$ cat config.mk
export PLATFORM = sky130hd
export DESIGN_NAME = pc_fetch_flat
export DESIGN_NICKNAME = d
export VERILOG_FILES = /design/src/rtl/pc_fetch_if.sv /design/src/rtl/pc_fetch.sv /design/src/flat_wrapper.sv
export SDC_FILE = /design/constraint.sdc
export NUM_CORES = 1
export LEC_CHECK = 0
export ABC_AREA = 1
export BUFFER_PORTS_ARGS = -buffer_cell sky130_fd_sc_hd__buf_2
export CAP_MARGIN = 25
export CORE_MARGIN = 3
export CORE_UTILIZATION = 49
export DETAILED_ROUTE_END_ITERATION = 16
export GPL_TIMING_DRIVEN = 0
export PLACE_DENSITY_LB_ADDON = 0.2
export SLEW_MARGIN = 25
export SYNTH_ARGS = -nofsm -noshare
export SYNTH_HDL_FRONTEND = slang
export SYNTH_SLANG_ARGS = --single-unit
$ cat constraint.sdc
create_clock -name clk -period 2 [get_ports clk]
set_clock_uncertainty 0.2 [all_clocks]
set_input_delay 0.1 -clock clk [delete_from_list [all_inputs] [get_ports clk]]
set_output_delay 0.1 -clock clk [all_outputs]
set_load 0.01 [all_outputs]
$ cat src/rtl/pc_fetch_if.sv
// pc_fetch_if
// Instruction-memory request/response port of the fetch stage.
//
// Signals:
//   imem_req    fetch request, held high until acknowledged
//   imem_addr   word address of the request, stable while imem_req is high
//   imem_ack    one-cycle response strobe, meaningful only while imem_req is high
//   imem_rdata  instruction word, valid when imem_ack is high
//
// Modports:
//   master  fetch side (drives req/addr, receives ack/rdata)
//   slave   memory side
interface pc_fetch_if;
    logic        imem_req;
    logic [29:0] imem_addr;
    logic        imem_ack;
    logic [31:0] imem_rdata;

    modport master (
        output imem_req,
        output imem_addr,
        input  imem_ack,
        input  imem_rdata
    );

    modport slave (
        input  imem_req,
        input  imem_addr,
        output imem_ack,
        output imem_rdata
    );
endinterface

$ cat src/rtl/pc_fetch.sv
// pc_fetch
// Instruction-fetch stage: holds the architectural PC, fetches the word at PC
// over a variable-latency req/ack memory port and presents it to decode.
// When decode accepts, the externally computed next PC (npc) becomes the PC.
// A flush redirects fetch and discards any response still in flight.
//
// Optional feature macro: FETCH_PERF_CNT_EN
//   defined   -> fetch_cnt / stall_cnt performance counters are built
//   undefined -> both counter outputs are constant 0
//
// Ports:
//   clk, rst      clock, synchronous active-high reset
//   pc            current PC[31:2]
//   npc           next PC[31:2], consumed only on an accepted instruction
//   imem          instruction-memory port (pc_fetch_if.master)
//   instr         held instruction for decode
//   instr_valid   instr is valid for pc
//   instr_ready   decode accepts this cycle
//   flush         redirect request
//   flush_pc      redirect target
//   fetch_cnt     accepted-instruction counter
//   stall_cnt     memory-wait cycle counter
//   dbg_state     current FSM state (IDLE=0, REQ=1, VALID=2, DROP=3)
//
// Handshakes:
//   Memory: imem_req stays high with imem_addr stable until a cycle in which
//   imem_ack is high; that cycle completes the request. imem_ack while
//   imem_req is low is ignored.
//   Decode: a transfer happens on a cycle where instr_valid and instr_ready
//   are both high; instr_valid does not depend combinationally on
//   instr_ready, and instr is held stable while instr_valid waits.
module pc_fetch #(
    parameter logic [29:0] RESET_PC = 30'h0000_0C00
) (
    input  logic             clk,
    input  logic             rst,
    output logic [29:0]      pc,
    input  logic [29:0]      npc,
    pc_fetch_if.master       imem,
    output logic [31:0]      instr,
    output logic             instr_valid,
    input  logic             instr_ready,
    input  logic             flush,
    input  logic [29:0]      flush_pc,
    output logic [31:0]      fetch_cnt,
    output logic [31:0]      stall_cnt,
    output logic [1:0]       dbg_state
);

    localparam logic [1:0] S_IDLE  = 2'd0;
    localparam logic [1:0] S_REQ   = 2'd1;
    localparam logic [1:0] S_VALID = 2'd2;
    localparam logic [1:0] S_DROP  = 2'd3;

    logic [1:0]  state_q, state_d;
    logic [29:0] pc_q, pc_d;
    // Address of the outstanding request; kept separate from pc so it stays
    // stable while an abandoned request drains in DROP.
    logic [29:0] req_addr_q, req_addr_d;
    logic [31:0] instr_q, instr_d;

    always_comb begin
        state_d    = state_q;
        pc_d       = pc_q;
        req_addr_d = req_addr_q;
        instr_d    = instr_q;

        case (state_q)
            S_IDLE: begin
                state_d = S_REQ;
                if (flush) begin
                    pc_d       = flush_pc;
                    req_addr_d = flush_pc;
                end else begin
                    req_addr_d = pc_q;
                end
            end

            S_REQ: begin
                if (flush) begin
                    if (imem.imem_ack) begin
                        // Request completed this cycle: data discarded,
                        // redirect can be issued immediately.
                        pc_d       = flush_pc;
                        req_addr_d = flush_pc;
                        state_d    = S_REQ;
                    end else begin
                        // Request still outstanding: must drain it first.
                        pc_d    = flush_pc;
                        state_d = S_DROP;
                    end
                end else if (imem.imem_ack) begin
                    instr_d = imem.imem_rdata;
                    state_d = S_VALID;
                end
            end

            S_VALID: begin
                if (flush) begin
                    pc_d       = flush_pc;
                    req_addr_d = flush_pc;
                    state_d    = S_REQ;
                end else if (instr_ready) begin
                    pc_d       = npc;
                    req_addr_d = npc;
                    state_d    = S_REQ;
                end
            end

            S_DROP: begin
                if (flush) begin
                    pc_d = flush_pc;
                    if (imem.imem_ack) begin
                        req_addr_d = flush_pc;
                        state_d    = S_REQ;
                    end
                end else if (imem.imem_ack) begin
                    // pc already holds the latest redirect target.
                    req_addr_d = pc_q;
                    state_d    = S_REQ;
                end
            end

            default: begin
                state_d = S_IDLE;
            end
        endcase
    end

    always_ff @(posedge clk) begin
        if (rst) begin
            state_q    <= S_IDLE;
            pc_q       <= RESET_PC;
            req_addr_q <= RESET_PC;
            instr_q    <= 32'h0;
        end else begin
            state_q    <= state_d;
            pc_q       <= pc_d;
            req_addr_q <= req_addr_d;
            instr_q    <= instr_d;
        end
    end

`ifdef FETCH_PERF_CNT_EN
    logic [31:0] fetch_cnt_q, fetch_cnt_d;
    logic [31:0] stall_cnt_q, stall_cnt_d;

    always_comb begin
        fetch_cnt_d = fetch_cnt_q;
        stall_cnt_d = stall_cnt_q;
        // A flushed acceptance is not a real fetch.
        if (state_q == S_VALID && instr_ready && !flush) begin
            fetch_cnt_d = fetch_cnt_q + 32'd1;
        end
        if ((state_q == S_REQ || state_q == S_DROP) && !imem.imem_ack) begin
            stall_cnt_d = stall_cnt_q + 32'd1;
        end
    end

    always_ff @(posedge clk) begin
        if (rst) begin
            fetch_cnt_q <= 32'd0;
            stall_cnt_q <= 32'd0;
        end else begin
            fetch_cnt_q <= fetch_cnt_d;
            stall_cnt_q <= stall_cnt_d;
        end
    end

    assign fetch_cnt = fetch_cnt_q;
    assign stall_cnt = stall_cnt_q;
`else
    assign fetch_cnt = 32'd0;
    assign stall_cnt = 32'd0;
`endif

    assign pc             = pc_q;
    assign instr          = instr_q;
    assign instr_valid    = (state_q == S_VALID);
    assign imem.imem_req  = (state_q == S_REQ) || (state_q == S_DROP);
    assign imem.imem_addr = req_addr_q;
    assign dbg_state      = state_q;

endmodule

$ cat src/flat_wrapper.sv
// flat-port wrapper written by rule: the top's interface ports become plain ports
module pc_fetch_flat 
#(
    parameter logic [29:0] RESET_PC = 30'h0000_0C00
)
  (clk, rst, pc, npc, instr, instr_valid, instr_ready, flush, flush_pc, fetch_cnt, stall_cnt, dbg_state, imem_imem_req, imem_imem_addr, imem_imem_ack, imem_imem_rdata);
  pc_fetch_if imem_i ();
  input  logic clk;
  input  logic rst;
  output logic [29:0] pc;
  input  logic [29:0] npc;
  output logic [31:0] instr;
  output logic instr_valid;
  input  logic instr_ready;
  input  logic flush;
  input  logic [29:0] flush_pc;
  output logic [31:0] fetch_cnt;
  output logic [31:0] stall_cnt;
  output logic [1:0] dbg_state;
  output wire logic [$bits(imem_i.imem_req)-1:0] imem_imem_req;
  output wire logic [$bits(imem_i.imem_addr)-1:0] imem_imem_addr;
  input wire logic [$bits(imem_i.imem_ack)-1:0] imem_imem_ack;
  input wire logic [$bits(imem_i.imem_rdata)-1:0] imem_imem_rdata;
  assign imem_imem_req = imem_i.imem_req;
  assign imem_imem_addr = imem_i.imem_addr;
  assign imem_i.imem_ack = imem_imem_ack;
  assign imem_i.imem_rdata = imem_imem_rdata;
  pc_fetch #(.RESET_PC(RESET_PC)) u_core (.clk(clk), .rst(rst), .pc(pc), .npc(npc), .imem(imem_i), .instr(instr), .instr_valid(instr_valid), .instr_ready(instr_ready), .flush(flush), .flush_pc(flush_pc), .fetch_cnt(fetch_cnt), .stall_cnt(stall_cnt), .dbg_state(dbg_state));
endmodule
==> flow_summary_export.csv <==
group,metric,value,unit
global_route,track_usage,28.3,%
detailed_routing,drc,0,
die,die_height,116,um
placement,pre_cts_ws,0.218,ns
worst_setup_path,path_class,"reg2reg",
detailed_routing,antenna_left,0,
placement,port_buffers,190,
cts,worstSkewPairLatency,0.34,ns
detailed_routing,viasPerCell,4.89,
worst_setup_path,crit_end,"u_core.instr[16]$_SDFFE_PP0P_",
cts,cts.path.max_buffers,2,
die,initial_core_util,51.1,%
worst_setup_path,r2r-start,"u_core.dbg_state[0]$_SDFFE_PP0P_",
final_layout,final_core_util,68.3,%
cts,numCtsBuffers,9,
timing,hold_viol_final,0,
placement,hpwlAfterDp,13.6,mm
global_route,gr-total-overflow,0,
worst_setup_path,startpoint,"u_core.dbg_state[0]$_SDFFE_PP0P_",
detailed_routing,wl_per_cell,13.6,um
pwr,leakage,0.00467,uW
timing,slew_violations,0,
logic_synthesis,ys_ff_latch,94,
final_layout,finalNetCount,1401,
die,io_pins,257,
final_layout,diodes,0,
cts,cts_max_level,3,
logic_synthesis,synth_cell_types,24,
worst_setup_path,endpoint_kind,"register",
detailed_routing,first_pass_iters,5,
job,maxCapViolations,0,
final_layout,drive_gt1_share,24.7,%
detailed_routing,drt_iter0_markers,575,
pwr,ir_worst_vdd,512,uV
timing,setup_viol,0,
placement,place.gp.congestion,0.878,
cts,cts.sinks,94,
timing,period_needed,1.84,ns
die,die_w,116,um
timing,rsz0062_at_grt,"no",
logic_synthesis,yosys_warnings,0,
timing,worst_slack,0.159,ns
logic_synthesis,syn_inst,1006,
timing,hold_ws,0.00203,ns
logic_synthesis,syn_avg_cell_area,5.92,um2
hold_path,hold_path.class,"in2reg",
worst_setup_path,r2r_cells,7,
worst_setup_path,crit_arrival,1.87,ns
worst_setup_path,r2r_slack,0.16,ns
global_route,grt_max_degree,20,
die,core,0.0117,mm2
cts,cts_root_buf,"clkbuf_16",
logic_synthesis,syn_area,0.00596,mm2
worst_setup_path,r2r_end,"u_core.instr[16]$_SDFFE_PP0P_",
global_route,grt_pass1_vias,6367,
timing,fin_crit_sh,92.1,%
detailed_routing,wl,19.7,mm
cts,cts_tree,"done",
run_status,outcome,"finished, final reports clean",
die,std_cell_rows,39,
logic_synthesis,seq_area_frac_synth,31.6,%
final_layout,area_growth,33.7,%
die,fp.dieArea,0.0135,mm2
timing,worst_pin_slew,0.616,ns
timing,fin_setup_tns,0,ns
global_route,grt_pass1_wl,30.6,mm
detailed_routing,num_vias,7094,
pwr,pwr_density_cell,675,mW/mm2
worst_setup_path,crit_path_start_kind,"register",
worst_setup_path,cp_max_fo,10,
timing,relSlewSlack,58.9,%
cts,post_cts_buffers,0,
timing,fmax,543,MHz
worst_setup_path,crit_required,2.03,ns
cts,clkTransAtPathRegs,0.08,ns
global_route,antenna_found_initial,0,
[cells by family after synthesis]
family,synth area share [%]
buffers and inverters,16.2
AOI/OAI and AO/OA,9.66
and+or+nand+nor,42.5
other,0.0629
DFF,31.6
[final cells by class]
class | instances | area (um2)
Fill cell | 1104 | 3690
Multi-Input combinational cell | 808 | 3350
Sequential cell | 94 | 1880
Timing Repair Buffer | 224 | 1290
Buffer | 127 | 813
Clock buffer | 9 | 225
Tap cell | 143 | 179
Inverter | 40 | 150
Clock inverter | 7 | 76.3
[registers in the layout, summed over array words and instances, names as in the netlist]
register               cells
u_core.dbg_state           2
u_core.imem.imem_addr     30
u_core.instr              32
u_core.pc                 30
[power by group]
| group | switching [uW] | internal [uW] |
|---|---|---|
| clock | 844 | 883 |
| combinational | 878 | 630 |
| sequential | 115 | 2030 |
[how the worst min path moves through the flow]
stage,startpoint,endpoint,slack (ns),depth (start not counted)
2_1_floorplan,imem_imem_rdata[22],u_core.instr[22]$_SDFFE_PP0P_,0.03,2
3_3_place_gp,imem_imem_rdata[5],u_core.instr[5]$_SDFFE_PP0P_,0.12,3
3_5_place_dp,imem_imem_rdata[9],u_core.instr[9]$_SDFFE_PP0P_,0.13,3
4_1_cts,rst,u_core.imem.imem_addr[10]$_SDFFE_PP1P_,0.0001,3
5_1_grt,npc[12],u_core.pc[12]$_SDFFE_PP0P_,0.05,7
6_report,rst,u_core.imem.imem_addr[10]$_SDFFE_PP1P_,0.002,3
[Yosys cell counts]
| cell | count | area [um2] |
|---|---|---|
| o21ai_1 | 3 | 15.0 |
| buf_4 | 71 | 533 |
| clkbuf_2 | 1 | 5.00 |
| inv_2 | 4 | 15.0 |
| buf_2 | 31 | 155 |
| clkbuf_1 | 19 | 71.3 |
| buf_6 | 4 | 45.0 |
| conb_1 | 1 | 3.75 |
| o21ai_0 | 32 | 160 |
| clkinv_1 | 1 | 3.75 |
| dfxtp_1 | 94 | 1880 |
| nand3_1 | 61 | 305 |
| nand3_2 | 1 | 10.0 |
| nor2_1 | 181 | 679 |
| inv_1 | 35 | 131 |
| o211ai_1 | 28 | 210 |
| buf_1 | 1 | 3.75 |
| a21oi_1 | 38 | 190 |
| nor2_2 | 2 | 12.5 |
| nor3_1 | 1 | 5.00 |
| nor2_8 | 1 | 20.0 |
| nand3_4 | 1 | 17.5 |
| nand2_1 | 394 | 1480 |
| nand2_2 | 1 | 6.26 |
[worst max-delay path, stage by stage, from the launching register on]
cell,delay [ns]
dfxtp_1,0.33
buf_4,0.18
nand3_2,0.14
nor2_2,0.28
inv_1,0.16
buf_2,0.21
nor2_1,0.16
nor2_1,0.08
[metal layers]
metal  global-route usage (%)  vias to the layer above  part of all wire [%]
met4                     11.4                        0                   2.8
li1                         -                     3606                     -
met3                     5.49                       39                   9.5
met1                     35.2                     3083                    40
met2                     48.0                      366                    48
met5                        0                        -                     0
[cells in the final DEF, fill, tap and decap left out, types with 2 or more instances in the layout]
master         count
clkinv_8           2
clkbuf_16          9
o21ai_1            3
inv_2              4
clkinvlp_4         2
a21oi_1           38
inv_6              2
buf_6              4
dlygate4sd3_1     34
o21ai_0           32
inv_1             35
o211ai_1          28
dfxtp_1           94
buf_2            221
nor2_2             2
nand2_1          394
nor2_1           181
conb_1            64
buf_4             71
nand3_1           61
clkbuf_1          19
[through the flow]
step	instance area [um2]	std cells	total power (uW)
floorplan	6200	1069	3140
global placement	7330	1402	3600
detailed placement	7330	1402	3610
CTS	7970	1452	5380
global route	7970	1452	5680
finish	7970	1452	5380
[repair_timing]
item,in CTS,in global routing
hold buffers,34,0
hold endpoints to repair,35,0
gates resized for setup,0,0
(Power assumes the default switching activity.)
